[config.mk]
export PLATFORM = sky130hd
export DESIGN_NAME = multi_project_io_arbiter
export DESIGN_NICKNAME = d
export VERILOG_FILES = /design/src/rtl/multi_project_io_arbiter.sv
export SDC_FILE = /design/constraint.sdc
export NUM_CORES = 1
export LEC_CHECK = 0
export CAP_MARGIN = 25
export CELL_PAD_IN_SITES_DETAIL_PLACEMENT = 0
export CELL_PAD_IN_SITES_GLOBAL_PLACEMENT = 1
export CORE_AREA = 2 2 230 232
export CTS_CLUSTER_DIAMETER = 200
export DETAILED_ROUTE_END_ITERATION = 7
export DIE_AREA = 0 0 232 234
export GPL_ROUTABILITY_DRIVEN = 0
export GPL_TIMING_DRIVEN = 0
export PLACE_DENSITY_LB_ADDON = 0.2
export SETUP_SLACK_MARGIN = 0.02
export SLEW_MARGIN = 20
export SYNTH_ARGS = -nofsm -noshare
export SYNTH_HDL_FRONTEND = slang
export SYNTH_SLANG_ARGS = --single-unit
[constraint.sdc]
create_clock -name wb_clk_i -period 2.6 [get_ports wb_clk_i]
set_input_delay 0.52 -clock wb_clk_i [delete_from_list [all_inputs] [get_ports wb_clk_i]]
set_output_delay 0.52 -clock wb_clk_i [all_outputs]
set_load 0.02 [all_outputs]
[src/rtl/multi_project_io_arbiter.sv]
// -----------------------------------------------------------------------------
// multi_project_io_arbiter
//
// Purpose:
//   Shares the Caravel user-area pads and LA readback between NPROJ wrapped
//   projects. A project asks for the pads by raising its LA active bit,
//   active_i[ACT_BASE+k]. The active bits are first passed through a
//   synchroniser. The arbiter then grants the pads to at most one project.
//   Each switchover goes through a tristated guard interval of GUARD cycles.
//   During that interval every project is held in reset. The outgoing and
//   incoming projects therefore never drive the pads in the same cycle.
//   A multi-hot request is treated as a fault. While it persists the pads stay
//   tristated, and a sticky flag records that it happened.
//
//   The request interface is level based. There is no valid/ready handshake.
//   A project owns the pads for as long as its bit is the only active bit
//   within the ACT_BASE window.
//
// Ports:
//   wb_clk_i      system clock
//   wb_rst_n      asynchronous active-low reset
//   active_i      project enable bits (la_data_in[31:0])
//   proj_io_out   project k io_out at [k*IO_W +: IO_W]
//   proj_io_oeb   project k io_oeb, same packing
//   proj_la_out   project k la_data_out at [k*LA_W +: LA_W]
//   io_out        pad output (0 unless a project is running)
//   io_oeb        pad output-enable-bar (all 1 unless a project is running)
//   la_data_out   LA readback (0 unless a project is running)
//   proj_rst_n    per-project active-low reset; only the running project is released
//   state_o       FSM state: 0 OFF, 1 GUARD, 2 RUN, 3 FAULT
//   sel_o         selected / target project index
//   switch_cnt_o  saturating count of completed switchovers
//   fault_o       sticky flag: a multi-hot request was seen since reset
// -----------------------------------------------------------------------------
module multi_project_io_arbiter #(
  parameter int NPROJ       = 4,
  parameter int IO_W        = 38,
  parameter int LA_W        = 32,
  parameter int ACT_BASE    = 8,
  parameter int GUARD       = 4,
  parameter int SYNC_STAGES = 2,
  localparam int SEL_W      = (NPROJ > 1) ? $clog2(NPROJ) : 1
) (
  input  logic                  wb_clk_i,
  input  logic                  wb_rst_n,
  input  logic [31:0]           active_i,
  input  logic [NPROJ*IO_W-1:0] proj_io_out,
  input  logic [NPROJ*IO_W-1:0] proj_io_oeb,
  input  logic [NPROJ*LA_W-1:0] proj_la_out,
  output logic [IO_W-1:0]       io_out,
  output logic [IO_W-1:0]       io_oeb,
  output logic [LA_W-1:0]       la_data_out,
  output logic [NPROJ-1:0]      proj_rst_n,
  output logic [1:0]            state_o,
  output logic [SEL_W-1:0]      sel_o,
  output logic [7:0]            switch_cnt_o,
  output logic                  fault_o
);

  // Guard counter width. The counter only ever holds 0..GUARD-1.
  localparam int CNT_W = (GUARD > 1) ? $clog2(GUARD) : 1;
  localparam logic [CNT_W-1:0] GUARD_LAST = CNT_W'(GUARD - 1);

  typedef enum logic [1:0] {
    ST_OFF   = 2'd0,
    ST_GUARD = 2'd1,
    ST_RUN   = 2'd2,
    ST_FAULT = 2'd3
  } state_e;

  // ---------------------------------------------------------------------------
  // Request synchroniser.
  // Only the NPROJ bits in the project window are sampled. The remaining
  // bits of active_i belong to other users of the LA bus.
  // ---------------------------------------------------------------------------
  logic [NPROJ-1:0] sync_q [SYNC_STAGES];
  logic [NPROJ-1:0] req;

  always_ff @(posedge wb_clk_i or negedge wb_rst_n) begin
    if (!wb_rst_n) begin
      for (int s = 0; s < SYNC_STAGES; s++) begin
        sync_q[s] <= '0;
      end
    end else begin
      sync_q[0] <= active_i[ACT_BASE +: NPROJ];
      for (int s = 1; s < SYNC_STAGES; s++) begin
        sync_q[s] <= sync_q[s-1];
      end
    end
  end

  assign req = sync_q[SYNC_STAGES-1];

  // Bits outside the project window are deliberately ignored.
  logic unused_active;
  assign unused_active = ^active_i;

  // ---------------------------------------------------------------------------
  // Request classification: ZERO, ONE(req_idx) or MULTI.
  // req_multi goes high as soon as a set bit is found after an earlier set bit.
  // req_idx is meaningful only when the class is ONE.
  // ---------------------------------------------------------------------------
  logic             req_any;
  logic             req_multi;
  logic [SEL_W-1:0] req_idx;

  always_comb begin
    req_any   = 1'b0;
    req_multi = 1'b0;
    req_idx   = '0;
    for (int k = 0; k < NPROJ; k++) begin
      if (req[k]) begin
        req_multi = req_multi | req_any;
        req_any   = 1'b1;
        req_idx   = SEL_W'(k);
      end
    end
  end

  // ---------------------------------------------------------------------------
  // Arbitration FSM
  // ---------------------------------------------------------------------------
  state_e           state_q, state_d;
  logic [SEL_W-1:0] sel_q,   sel_d;
  logic [CNT_W-1:0] cnt_q,   cnt_d;
  logic [7:0]       swc_q,   swc_d;
  logic             fault_q, fault_d;

  always_ff @(posedge wb_clk_i or negedge wb_rst_n) begin
    if (!wb_rst_n) begin
      state_q <= ST_OFF;
      sel_q   <= '0;
      cnt_q   <= '0;
      swc_q   <= '0;
      fault_q <= 1'b0;
    end else begin
      state_q <= state_d;
      sel_q   <= sel_d;
      cnt_q   <= cnt_d;
      swc_q   <= swc_d;
      fault_q <= fault_d;
    end
  end

  always_comb begin
    state_d = state_q;
    sel_d   = sel_q;
    cnt_d   = cnt_q;
    swc_d   = swc_q;
    fault_d = fault_q;

    unique case (state_q)
      ST_OFF: begin
        if (req_multi) begin
          state_d = ST_FAULT;
          fault_d = 1'b1;
        end else if (req_any) begin
          state_d = ST_GUARD;
          sel_d   = req_idx;
          cnt_d   = '0;
        end
      end

      ST_GUARD: begin
        if (req_multi) begin
          state_d = ST_FAULT;
          fault_d = 1'b1;
        end else if (!req_any) begin
          state_d = ST_OFF;
        end else if (req_idx != sel_q) begin
          // The target changed mid-guard. Restart the whole guard for the new project.
          sel_d = req_idx;
          cnt_d = '0;
        end else if (cnt_q == GUARD_LAST) begin
          // The guard is complete. Release the project and count the switchover.
          state_d = ST_RUN;
          if (swc_q != 8'hFF) begin
            swc_d = swc_q + 8'd1;
          end
        end else begin
          cnt_d = cnt_q + CNT_W'(1);
        end
      end

      ST_RUN: begin
        if (req_multi) begin
          state_d = ST_FAULT;
          fault_d = 1'b1;
        end else if (!req_any) begin
          state_d = ST_OFF;
        end else if (req_idx != sel_q) begin
          // Hand over directly to the new project. The guard state tristates the
          // pads and resets the outgoing project.
          state_d = ST_GUARD;
          sel_d   = req_idx;
          cnt_d   = '0;
        end
      end

      ST_FAULT: begin
        if (!req_any) begin
          state_d = ST_OFF;
        end else if (!req_multi) begin
          state_d = ST_GUARD;
          sel_d   = req_idx;
          cnt_d   = '0;
        end
      end

      default: begin
        state_d = ST_OFF;
      end
    endcase
  end

  // ---------------------------------------------------------------------------
  // Pad / LA routing.
  // This path is purely combinational from the registered state and from the
  // project inputs. Asserting reset therefore tristates the pads at once,
  // without waiting for a clock.
  // ---------------------------------------------------------------------------
  always_comb begin
    io_out      = '0;
    io_oeb      = '1;
    la_data_out = '0;
    proj_rst_n  = '0;
    if (state_q == ST_RUN) begin
      io_out      = proj_io_out[int'(sel_q)*IO_W +: IO_W];
      io_oeb      = proj_io_oeb[int'(sel_q)*IO_W +: IO_W];
      la_data_out = proj_la_out[int'(sel_q)*LA_W +: LA_W];
      for (int k = 0; k < NPROJ; k++) begin
        proj_rst_n[k] = (int'(sel_q) == k);
      end
    end
  end

  assign state_o      = state_q;
  assign sel_o        = sel_q;
  assign switch_cnt_o = swc_q;
  assign fault_o      = fault_q;

endmodule

==> flow_summary_export.csv, run 1 <==
group,metric,value,unit
run_status,status,"finished, final reports clean",
grt,antenna_found_initial,2,
grt,gr-total-overflow,0,
setup_path,r2r.worst_path.cells,7,
drt,post_drt_wl_per_cell,20.80,um
drt,ant_nets,0,
timing,tightest_slew,0.5703,ns
placement,dp_hpwl,29820,um
setup_path,critPathKind,"register to primary output",
yosys,synth_cells,377,
yosys,syn-num-nets,850,
floorplan,row_count,84,
setup_path,start_kind,"register",
yosys,ys_ff_latch,23,
clocking,cts_buffers,3,
timing,final_hold_viol_count,0,
worst_hold_path,hp-class,"input pin to async pin",
yosys,netlist_area,4534,um^2
timing,finalClockSkew,0.001701,ns
power_and_ir_drop,max-vdd-ir-drop,266.4,uV
yosys,yosysSeqAreaShare,12.69,%
yosys,ys_types,41,
timing,timing.fmax,0.3903,GHz
power_and_ir_drop,power_frac_clock,4.4,%
floorplan,ioPinCount,591,
setup_path,worst_ep_arrival_time,2.04,ns
finish,drive_gt1_share,32.16,%
clocking,cts.clk_slew.worst_paths,0.07,ns
timing,period_needed,2.562,ns
power_and_ir_drop,p_seq_share,5.8,%
floorplan,die_x,232,um
timing,maxSlewViolCount,0,
setup_path,cp-end-kind,"primary output",
timing,setup_ws,0.03814,ns
floorplan,core_area,52020,um^2
grt,grt_usage,11.65,%
setup_path,path_max_fanout,8,
floorplan,start_util,8.716,%
timing,slew-limit-headroom,61.63,%
finish,nets,1441,
yosys,yosysTopAreaCell,"mux4_2",
clocking,clockBufferDepth,2,
yosys,ys_warn_count,0,
setup_path,cp_slowest_stage_delay,0.48,ns
clocking,cts-root-buf,"clkbuf_16",
power_and_ir_drop,power_frac_comb,89.8,%
flow_run,drv_cap,0,
power_and_ir_drop,p_sw,3.355,mW
drt,drc,0,
timing,worst_hold_slack,0.2412,ns
clocking,hold_buffers,0,
setup_path,crit_slowest_cell,"mux4_2",
yosys,synth.top_cell.area_share,53.64,%
clocking,h-tree-depth,1,
finish,layout_common_cells,"449 x clkdlybuf4s50_1, 108 x mux4_2, 59 x buf_2",
placement,dpl_worst_slack,-1.301,ns
yosys,avgSynthCellArea,12.03,um^2
finish,syn_to_final_growth,154.7,%
drt,viasPerCell,3.509,
drt,route.vias.total,5815,
placement,portBuffers,562,
grt,grt_pass1_wl,45690,um
finish,layout.cells.most_common,"clkdlybuf4s50_1",
timing,rsz0062_at_grt,"yes",
power_and_ir_drop,power.internal,4.605,mW
floorplan,die_h,234,um
clocking,cts_tree,"done",
drt,drtIter0Drc,140,
timing,period_share,98.53,%
power_and_ir_drop,power.density,689.4,nW/um^2
drt,drt_wl_total,34460,um
setup_path,required,2.08,ns
clocking,cts_sinks,23,
grt,grt_pass1_vias,6254,
setup_path,crit_top_cell,"buf_12",
floorplan,dieArea,54290,um^2
timing,setup_viol,0,
setup_path,path_cells,"buf_12 > buf_16 > buf_12 > buf_12 > mux4_2 > nand2b_1 > buf_2",
yosys,synthTopCellsByArea,"mux4_2 54%, dfrtp_1 13%, and2_1 9.8%",
drt,drt-pass1-iter-count,4,
grt,grt_max_degree,24,
power_and_ir_drop,p_sw_share,42.15,%
clocking,clock_insertion_delay_worst_skew,0.26,ns
power_and_ir_drop,p_leak,4.432,nW
## flip-flops by register name, indices dropped and copies added (netlist names)
| register | count |
|---|---|
| switch_cnt_o | 8 |
| req | 4 |
| sync_q | 4 |
| cnt_q | 2 |
| sel_o | 2 |
| state_o | 2 |
| fault_o | 1 |
## stage by stage
| stage | TNS, ns | utilization [%] | instance area [um^2] | power, mW | cells |
|---|---|---|---|---|---|
| 2_1_floorplan | 0 | - | 4534 | 4.086 | 377 |
| 3_3_place_gp | -133.26 | 21.18 | 11020 | 6.901 | 1627 |
| 3_5_place_dp | -87.03 | 21.20 | 11030 | 6.865 | 1628 |
| 4_1_cts | -1.087 | 22.22 | 11560 | 8.220 | 1657 |
| 5_1_grt | -0.5557 | 22.19 | 11540 | 8.545 | 1655 |
| 6_report | 0 | 22.20 | 11550 | 7.961 | 1657 |
## cells in the mapped netlist
| master | n |
|---|---|
| o221ai_2 | 1 |
| xnor2_1 | 2 |
| buf_4 | 1 |
| nor4_1 | 4 |
| o21a_1 | 1 |
| o31ai_4 | 1 |
| nand2_1 | 3 |
| o211ai_1 | 3 |
| nand3_1 | 7 |
| or2_4 | 1 |
| and2_1 | 71 |
| mux4_2 | 108 |
| inv_1 | 9 |
| ha_1 | 7 |
| clkbuf_2 | 1 |
| o21ai_2 | 1 |
| and3_1 | 3 |
| a21oi_1 | 4 |
| o22a_1 | 1 |
| o31a_1 | 1 |
| or2_1 | 1 |
| nand4_1 | 5 |
| mux2_4 | 1 |
| nor3_1 | 5 |
| o22ai_1 | 1 |
| a21o_1 | 2 |
| xor2_1 | 7 |
| nor3_2 | 1 |
| o221ai_1 | 1 |
| o21ai_0 | 4 |
| dfrtp_1 | 23 |
| nand2b_1 | 39 |
| a22oi_1 | 1 |
| buf_1 | 1 |
| nor2b_1 | 1 |
| o211a_1 | 1 |
| nor2_1 | 9 |
| mux2i_1 | 4 |
| buf_2 | 17 |
| clkbuf_1 | 22 |
| a211oi_1 | 1 |
## routing by layer
metal / vias up / part of all wire (%) / GRT usage (%)
met5: - / 0.041 / 0
met1: 2779 / 37 / 13.13
met4: 2 / 0.53 / 0.9215
li1: 2686 / - / -
met2: 340 / 53 / 22.45
met3: 8 / 8.9 / 3.247
## final cells by class
cell class / instances / area, um^2
Antenna cell: 2 / 5.005
Buffer: 37 / 410.4
Clock buffer: 3 / 75.07
Clock inverter: 1 / 7.507
Fill cell: 5678 / 40480
Inverter: 9 / 33.78
Multi-Input combinational cell: 303 / 3851
Sequential cell: 23 / 576.8
Tap cell: 688 / 860.8
Timing Repair Buffer: 591 / 5727
## final timing paths
check	slack [ns]	startpoint	to
worst max-delay path	0.04	sel_o[0]	io_oeb[22]
worst min-delay path	0.24	wb_rst_n	switch_cnt_o[0]
worst max register to register	0.56	sel_o[0]	switch_cnt_o[1]
worst min register to register	0.35	sync_q[7]	req[3]
max in group asynchronous	1.96	wb_rst_n	sel_o[1]
min in group wb_clk_i	0.35	sync_q[7]	req[3]
## worst max-delay path, delay by kind of cell (launching register included)
family / cells / cell delay (ns)
simple gates: 1 / 0.15
mux: 1 / 0.48
flops: 1 / 0.39
buf+inv: 5 / 0.76
## power by group through the flow
stage	Combinational (mW)	Sequential [mW]	Clock [mW]
final	7.15	0.460	0.353
after global routing	7.69	0.471	0.383
after CTS	7.39	0.461	0.367
after detailed placement	6.40	0.462	0
after global placement	6.44	0.462	0
after floorplan	3.60	0.481	0
## repair_timing
action	in CTS	in global routing
endpoints found under the setup margin	112	78
pin swaps	4	8
setup buffers	19	10
cloned	6	0
gates resized for setup	544	66
## logic make-up (layout without fill, tap and decap cells)
kind of cell | after synthesis | count (layout) | share of synthesized area [%]
muxes | 113 | 113 | 54.86
other | 0 | 2 | 0
buffers and inverters | 51 | 641 | 4.801
and+or+nand+nor | 150 | 150 | 19.84
AOI/OAI and AO/OA | 24 | 24 | 4.139
xor gates and xnor gates | 9 | 9 | 1.739
adders and majority gates | 7 | 7 | 1.931
DFF | 23 | 23 | 12.69
Power figures use the tool's default switching activity.
==> inputs of run 2 (changes only) <==
--- a/config.mk
+++ b/config.mk
@@ -5,7 +5,7 @@
 export SDC_FILE = /design/constraint.sdc
 export NUM_CORES = 1
 export LEC_CHECK = 0
-export CAP_MARGIN = 25
+export CAP_MARGIN = 15
 export CELL_PAD_IN_SITES_DETAIL_PLACEMENT = 0
 export CELL_PAD_IN_SITES_GLOBAL_PLACEMENT = 1
 export CORE_AREA = 2 2 230 232
==> flow_summary_export.csv, run 2 (synthesized netlist as in run 1, its figures left out) <==
group,metric,value,unit
floorplan,row_count,84,
run_status,status,"finished, violations left",
power_and_ir_drop,max-vdd-ir-drop,259.0,uV
clocking,cts-root-buf,"clkbuf_16",
finish,multi_input_area,3849,um^2
setup_path,r2r_end,"switch_cnt_o[1]",
timing,period_needed,2.621,ns
floorplan,die_h,234,um
grt,grt_usage,11.40,%
timing,tightest_slew,0.6090,ns
timing,rsz0062_at_grt,"yes",
drt,drc,0,
setup_path,rrSetupSlack,0.54,ns
drt,post_drt_wl_per_cell,20.97,um
setup_path,required,2.08,ns
timing,setup_viol,6,
drt,viasPerCell,3.489,
finish,seqCellArea,576.8,um^2
drt,ant_nets,0,
finish,layout.cells.most_common,"clkdlybuf4s50_1",
setup_path,r2r_start,"state_o[1]",
grt,grt_pass1_vias,6128,
setup_path,cp-endpoint,"io_out[4]",
setup_path,critPathKind,"register to primary output",
timing,maxSlewViolCount,0,
grt,grt_pass1_wl,44660,um
setup_path,worst_ep_arrival_time,2.10,ns
floorplan,dieArea,54290,um^2
finish,largest_reg_flops,8,
flow_run,drv_cap,0,
placement,dp.cells,1627,
timing,timing.fmax,0.3816,GHz
setup_path,crit_start,"sel_o[0]",
drt,drt_wl_total,34930,um
power_and_ir_drop,power.density,703.4,nW/um^2
setup_path,start_kind,"register",
timing,final_hold_viol_count,0,
timing,setup_ws,-0.02068,ns
grt,gr-total-overflow,0,
finish,finalNonFillerCells,1666,
timing,slew-limit-headroom,59.40,%
floorplan,die_x,232,um
placement,dp_hpwl,29760,um
timing,tns,-0.07760,ns
grt,antenna_found_initial,2,
worst_hold_path,hp-class,"input pin to async pin",
timing,worst_hold_slack,0.2446,ns
clocking,clock_insertion_delay_worst_skew,0.26,ns
finish,drive_gt1_share,32.45,%
placement,portBuffers,562,
floorplan,start_util,8.716,%
floorplan,ioPinCount,591,
finish,layout_common_cells,"449 x clkdlybuf4s50_1, 108 x mux4_2, 48 x and2_1",
timing,finalClockSkew,0.003266,ns
finish,nets,1451,
clocking,clockBufferDepth,2,
clocking,cts_buffers,3,
setup_path,cp-end-kind,"primary output",
clocking,hold_buffers,0,
drt,drt-pass1-iter-count,4,
clocking,cts_tree,"done",
finish,syn_to_final_growth,158.1,%
timing,period_share,100.8,%
drt,route.vias.total,5813,
finish,fill_cells,5700,
clocking,cts.clk_slew.worst_paths,0.07,ns
clocking,h-tree-depth,1,
setup_path,path_max_fanout,10,
finish,fin_area,11710,um^2
power_and_ir_drop,p_leak,4.501,nW
placement,placed_cell_area,11020,um^2
floorplan,core_area,52020,um^2
clocking,cts_sinks,23,
setup_path,r2r.worst_path.cells,6,
grt,grt_max_degree,24,
drt,drtIter0Drc,143,
run_status,violations,"setup timing",
==> run 2: cell types whose count changed in the layout (fill, tap and decap cells not counted), moves of 3 or more <==
cell	delta
buf_2	-32
buf_6	+9
clkbuf_16	+8
clkbuf_2	+33
clkdlybuf4s15_2	-4
dlygate4sd2_1	+3
==> run 2: worst min path at each step <==
stage,startpoint,endpoint
after floorplan,wb_rst_n,cnt_q[0]
after global placement,sync_q[7],req[3]
after detailed placement,sync_q[7],req[3]
after CTS,wb_rst_n,switch_cnt_o[0]
after global routing,wb_rst_n,switch_cnt_o[0]
final,wb_rst_n,sync_q[6]
==> run 2: per-layer routing <==
metal / wire [um] / GRT usage, % / vias up / part of all wire [%]
met5: 13 / 0 / - / 0.037
met4: 127 / 0.7813 / 2 / 0.36
met3: 3094 / 3.356 / 6 / 8.9
met2: 18800 / 22.10 / 334 / 54
met1: 12900 / 12.69 / 2772 / 37
li1: - / - / 2699 / -
==> run 2: per-stage QoR <==
step | utilization, % | total power [mW] | worst slack, ns
6_report | 22.50 | 8.233 | -0.02068
5_1_grt | 22.49 | 8.807 | -0.1162
4_1_cts | 21.60 | 7.362 | -0.1904
3_5_place_dp | 21.18 | 6.859 | -1.312
3_3_place_gp | 21.18 | 6.901 | -1.673
2_1_floorplan | - | 4.086 | 0.2426
==> run 2: timing repair <==
item,4_1_cts,5_1_grt
setup endpoints to repair,112,102
pin swaps,2,7
cloned,0,7
buffers inserted,2,25
gates resized for setup,279,299
==> run 2: worst max-delay path, cell delays in order (launching register included) <==
cell       delay (ns)
dfrtp_1          0.39
buf_12           0.17
clkbuf_16        0.20
buf_12           0.16
buf_4            0.12
mux4_2           0.48
and2_1           0.17
buf_2            0.15
==> run 2: where the power goes <==
part	total, mW	internal, mW	switching [mW]
Clock	0.355	0.209	0.146
Combinational	7.42	4.18	3.23
Sequential	0.462	0.406	0.0567
Total	8.23	4.80	3.44
==> run 2: area by class of cell <==
type                    instances  area share, %
inverters                       9         0.2886
flip-flops and latches         23          4.928
clock inverters                 1        0.06414
diodes                          1        0.02138
plain buffers                  42          4.244
multi-input cells             303          32.88
well taps                     688          7.354
clock buffers                   3         0.6414
repair buffers                596          49.58
